--- config.mk ---
export PLATFORM = sky130hd
export DESIGN_NAME = matrix_memory_loader
export DESIGN_NICKNAME = d
export VERILOG_FILES = /design/src/rtl/matrix_loader_pkg.sv /design/src/rtl/matrix_mem16x8.sv /design/src/rtl/matrix_memory_loader.sv
export SDC_FILE = /design/constraint.sdc
export NUM_CORES = 1
export LEC_CHECK = 0
export CAP_MARGIN = 10
export CORE_MARGIN = 4
export CORE_UTILIZATION = 45
export CTS_CLUSTER_DIAMETER = 50
export DETAILED_ROUTE_END_ITERATION = 8
export PLACE_DENSITY = 0.69
export SLEW_MARGIN = 15
export SYNTH_ARGS = -nofsm -noshare
export SYNTH_HDL_FRONTEND = slang
export SYNTH_SLANG_ARGS = --single-unit
--- constraint.sdc ---
create_clock -name clock -period 1.55 [get_ports clock]
set_input_delay 0.155 -clock clock [delete_from_list [all_inputs] [get_ports clock]]
set_output_delay 0.155 -clock clock [all_outputs]
set_load 0.01 [all_outputs]
--- src/rtl/matrix_loader_pkg.sv ---
// Shared definitions for the matrix memory loader.
// Holds the loader FSM state type and the default memory geometry:
// DATA_W-bit words, ADDR_W-bit addresses, DEPTH = 2**ADDR_W words.
package matrix_loader_pkg;

    localparam int DATA_W = 8;
    localparam int ADDR_W = 4;
    localparam int DEPTH  = 2 ** ADDR_W;

    typedef enum logic [1:0] {
        IDLE,
        LOAD,
        DONE
    } loader_state_t;

endpackage

--- src/rtl/matrix_mem16x8.sv ---
// Register file backing the matrix memory.
// One synchronous write port and one purely combinational read port.
// Ports:
//   clock     - rising-edge clock
//   reset     - asynchronous active-low clear of every word
//   we        - write enable
//   wadr      - write address
//   wdata     - write data
//   rd_adress - read address
//   rd_data   - mem[rd_adress], combinational. A same-cycle write to the
//               same address is only visible after the clock edge.
module matrix_mem16x8 #(
    parameter int DATA_W = 8,
    parameter int ADDR_W = 4
) (
    input  logic              clock,
    input  logic              reset,
    input  logic              we,
    input  logic [ADDR_W-1:0] wadr,
    input  logic [DATA_W-1:0] wdata,
    input  logic [ADDR_W-1:0] rd_adress,
    output logic [DATA_W-1:0] rd_data
);

    localparam int DEPTH = 2 ** ADDR_W;

    logic [DEPTH-1:0][DATA_W-1:0] words;

    // Each word is a plain register so the whole array can be cleared
    // asynchronously by reset.
    genvar gi;
    generate
        for (gi = 0; gi < DEPTH; gi++) begin : g_word
            logic [DATA_W-1:0] word_q;

            always_ff @(posedge clock or negedge reset) begin
                if (!reset) begin
                    word_q <= '0;
                end else if (we && (wadr == ADDR_W'(gi))) begin
                    word_q <= wdata;
                end
            end

            assign words[gi] = word_q;
        end
    endgenerate

    assign rd_data = words[rd_adress];

endmodule

--- src/rtl/matrix_memory_loader.sv ---
// Writer side of the matrix memory read by the 2x2 determinant calculator.
// Accepts a byte stream over valid/ready and writes it into a 16-word
// memory starting at load_adress, wrapping 15 -> 0. When the last byte of
// a load has been written, load_done and start_calc pulse for one cycle.
// Ports:
//   clock, reset           - rising-edge clock, asynchronous active-low reset
//   load_start             - load request, sampled only while idle
//   load_adress/load_count - first address and word count (0..16)
//   in_valid/in_data       - stream byte; in_ready - byte accepted this cycle
//   rd_adress/rd_data      - combinational read port for the calculator
//   busy                   - high while loading or signalling completion
//   load_done/start_calc   - one-cycle completion pulse
module matrix_memory_loader #(
    parameter int DATA_W = matrix_loader_pkg::DATA_W,
    parameter int ADDR_W = matrix_loader_pkg::ADDR_W
) (
    input  logic              clock,
    input  logic              reset,
    input  logic              load_start,
    input  logic [ADDR_W-1:0] load_adress,
    input  logic [ADDR_W:0]   load_count,
    input  logic              in_valid,
    input  logic [DATA_W-1:0] in_data,
    output logic              in_ready,
    input  logic [ADDR_W-1:0] rd_adress,
    output logic [DATA_W-1:0] rd_data,
    output logic              busy,
    output logic              load_done,
    output logic              start_calc
);

    import matrix_loader_pkg::*;

    loader_state_t     state_q, state_d;
    logic [ADDR_W-1:0] ptr_q, ptr_d;
    logic [ADDR_W:0]   remaining_q, remaining_d;
    logic              in_ready_q, in_ready_d;
    logic              busy_q, busy_d;
    logic              done_q, done_d;
    logic              we;

    always_comb begin
        state_d     = state_q;
        ptr_d       = ptr_q;
        remaining_d = remaining_q;
        we          = 1'b0;

        unique case (state_q)
            IDLE: begin
                if (load_start) begin
                    if (load_count == '0) begin
                        state_d = DONE;
                    end else begin
                        state_d     = LOAD;
                        ptr_d       = load_adress;
                        remaining_d = load_count;
                    end
                end
            end
            LOAD: begin
                // in_ready_q is high exactly while in LOAD.
                if (in_valid && in_ready_q) begin
                    we          = 1'b1;
                    ptr_d       = ptr_q + 1'b1;
                    remaining_d = remaining_q - 1'b1;
                    if (remaining_q == (ADDR_W + 1)'(1)) begin
                        state_d = DONE;
                    end
                end
            end
            DONE: begin
                state_d = IDLE;
            end
            default: begin
                state_d = IDLE;
            end
        endcase

        // Outputs are decoded from the next state so they are registered
        // and line up with the state they describe.
        in_ready_d = (state_d == LOAD);
        busy_d     = (state_d != IDLE);
        done_d     = (state_d == DONE);
    end

    always_ff @(posedge clock or negedge reset) begin
        if (!reset) begin
            state_q     <= IDLE;
            ptr_q       <= '0;
            remaining_q <= '0;
            in_ready_q  <= 1'b0;
            busy_q      <= 1'b0;
            done_q      <= 1'b0;
        end else begin
            state_q     <= state_d;
            ptr_q       <= ptr_d;
            remaining_q <= remaining_d;
            in_ready_q  <= in_ready_d;
            busy_q      <= busy_d;
            done_q      <= done_d;
        end
    end

    matrix_mem16x8 #(
        .DATA_W (DATA_W),
        .ADDR_W (ADDR_W)
    ) u_mem (
        .clock     (clock),
        .reset     (reset),
        .we        (we),
        .wadr      (ptr_q),
        .wdata     (in_data),
        .rd_adress (rd_adress),
        .rd_data   (rd_data)
    );

    assign in_ready   = in_ready_q;
    assign busy       = busy_q;
    assign load_done  = done_q;
    assign start_calc = done_q;

endmodule
==> reports/metrics.yaml <==
clock_network:
  htree_levels: 4
  cts_tree: "yes"
  cts_buffers: 17
  cts.sinks: 142
  clock_path_buffers: 2
  insertion_delay_ns: 0.42
  cts-root-buf: "clkbuf_16"
  clkTransAtPathRegs_ns: 0.06
placed_design:
  dp_cells: 702
  dpl_cell_area_um2: 7760
  detailed_place_hpwl_um: 10200
  gp_congestion: 0.852
  portBuffers: 36
  dp_slack_ns: -0.729
timing:
  tightest_slew_ns: 0.722
  hold_ws_ns: 0.192
  worst_slack_ns: -0.330
  finalHoldViolCount: 0
  setup_viol: 97
  period_needed_ns: 1.88
  period_share: 1.21
  fin_skew_ns: 0.00783
  drv_slew: 0
  relSlewSlack: 0.518
  rsz0062_at_grt: "yes"
  fmax_mhz: 532
final_layout:
  syn_to_final_growth_pct: 29.1
  num_antenna_cells: 0
  nFillCells: 1109
  fin_area_um2: 8730
  nets: 586
  fin_cells: 752
  layout-drive-gt1-share: 0.556
global_route:
  gr-total-overflow: 0
  grt_pass1_vias: 4575
  grt_max_degree: 57
  grt.total_usage: 0.205
  antenna_found_initial: 0
  grt_pass1_wl_um: 25700
critical_path:
  r2r_cells: 5
  worst-setup-path-type: "register to output port"
  end_kind: "output port"
  worst_r2r_endpoint: "u_mem.g_word[4].word_q[7]$_DFFE_PN0P_"
  worstPathMaxFanout: 2
  cp_data_arrival_time_ns: 1.73
  critPathRequiredTime_ns: 1.39
  path_cells: "mux4_2 > a22oi_2 > nand2_1 > buf_2"
  cpPeakStageDelay_ns: 0.49
  critPathLaunchType: "register"
  cp.buffers_inverters: 1
  critPathTopFamily: "multiplexers"
  crit_slowest_cell: "mux4_2"
  r2r-start: "state_q[1]$_DFF_PN0_"
  reg2reg_slack_ns: -0.19
synthesis:
  synthesis.area_um2: 6760
  yosysTopAreaCell: "dfrtp_1"
  synthTopCellsByArea: "dfrtp_1, mux2_2, mux4_2"
  yosys-top-cells-count: "dfrtp_1, mux2_2, mux4_2"
  syn_inst: 451
  yosys_register_bits: 142
  syn_nets: 482
  synth_cell_types: 45
  synth_flop_cell: "dfrtp_1"
  seq_area_frac_synth: 0.525
  yosysMostFrequentCell: "dfrtp_1"
  async_flop_share: 1.00
  synth_top_area_share: 0.525
  synth_area_per_cell_um2: 15.0
  yosysWarnings: 0
  synth-edff-count: 0
drt:
  drtPass1Iterations: 4
  drt_iter0_markers: 278
  drc: 0
  ant_nets: 0
  wirelength_um: 16400
  avgViaCountPerCell: 5.71
  vias: 4294
  wl_per_cell_um: 21.8
floorplanning:
  rows: 44
  die_area_um2: 17100
  chipWidth_um: 131
  coreArea_um2: 14600
  start_util: 0.462
  ioPinCount: 37
  die_y_um: 131
power_and_ir_drop:
  ir_worst_vdd_mv: 0.932
  powerDensity_nw_per_um2: 1770
  p_leak_uw: 0.00393
run_status:
  violations: "negative setup slack"
  status: "finished with violations"
worst_hold_path:
  hp-class: "input port to async pin"
job:
  cap_violations: 0
-- placed cells by master (no fill, tap or decap), drive strengths merged, types with 2 or more instances in the layout --
master and n:
a211oi 3, clkinv 2, bufinv 3, a21oi 9, a22oi 18, nor3 7, mux2 128, clkbuf 26
nand2 20, dfrtp 142, mux4 32, o22ai 2, buf 84, o21ai 4, clkdlybuf4s50 25, inv 11
ha 6, nand3 6, nand4 8, nor2 8, and3 2, nor2b 2, a211o 2, mux2i 3
-- repair_timing --
| item | CTS | global route |
|---|---|---|
| buffers inserted | 14 | 5 |
| pin swaps | 24 | 10 |
| setup endpoints to repair | 144 | 142 |
| hold buffers | 1 | 0 |
| hold endpoints to repair | 32 | 0 |
| gates resized for setup | 80 | 15 |
-- area by class of cell --
cell class / count / area [µm²] / area share
Tap cell: 184 / 230 / 0.0264
Clock buffer: 26 / 479 / 0.0549
Timing Repair Buffer: 111 / 1070 / 0.123
Inverter: 11 / 41.3 / 0.00473
Clock inverter: 6 / 108 / 0.0123
Sequential cell: 142 / 3560 / 0.407
Multi-Input combinational cell: 272 / 3250 / 0.372
-- state kept, by name, summed over array words and instances, names as in the netlist --
register,count
ptr_q,4
remaining_q,5
load_done,1
in_ready,1
state_q,2
busy,1
u_mem.g_word.word_q,128
-- cell families (layout without fill, tap and decap cells) --
family	after synthesis	in the layout	synth area share
flip-flops	142	142	0.525
AND/OR/NAND/NOR	58	58	0.0647
multiplexers	163	163	0.325
buffers and inverters	37	154	0.0272
AO/OA/AOI/OAI	45	45	0.0464
adder cells (fa/ha/maj)	6	6	0.0111
-- how the worst max path moves through the flow --
stage | startpoint | to | slack, ns | depth (start not counted)
after floorplan | state_q[0]$_DFF_PN0_ | u_mem.g_word[12].word_q[0]$_DFFE_PN0P_ | -0.002 | 6
final | u_mem.g_word[15].word_q[2]$_DFFE_PN0P_ | rd_data[2] | -0.33 | 4
after CTS | u_mem.g_word[14].word_q[5]$_DFFE_PN0P_ | rd_data[5] | -0.33 | 4
after global placement | rd_adress[2] | rd_data[6] | -0.80 | 5
after global routing | u_mem.g_word[11].word_q[7]$_DFFE_PN0P_ | rd_data[7] | -0.38 | 4
after detailed placement | rd_adress[2] | rd_data[6] | -0.73 | 5
-- layer usage --
metal | share of wire | GRT usage | wire length (µm)
met1 | 0.43 | 0.265 | 7090
met2 | 0.53 | 0.345 | 8700
met3 | 0.027 | 0.0451 | 442
met4 | 0.010 | 0.0647 | 166
met5 | 0 | 0 | 0
-- power by group --
part | internal, µW | switching, µW | total (µW)
Combinational | 3090 | 2070 | 5160
Sequential | 5320 | 869 | 6190
Clock | 2610 | 1500 | 4110
Total | 11000 | 4440 | 15500
-- stage by stage --
stage / TNS (ns) / total power [µW] / utilization
2_1_floorplan: -0.0418 / 9200 / -
3_3_place_gp: -43.76 / 10500 / 0.530
3_5_place_dp: -44.13 / 10800 / 0.530
4_1_cts: -6.54 / 15200 / 0.589
5_1_grt: -14.06 / 16200 / 0.596
6_report: -7.80 / 15500 / 0.596
(Power assumes the default switching activity.)
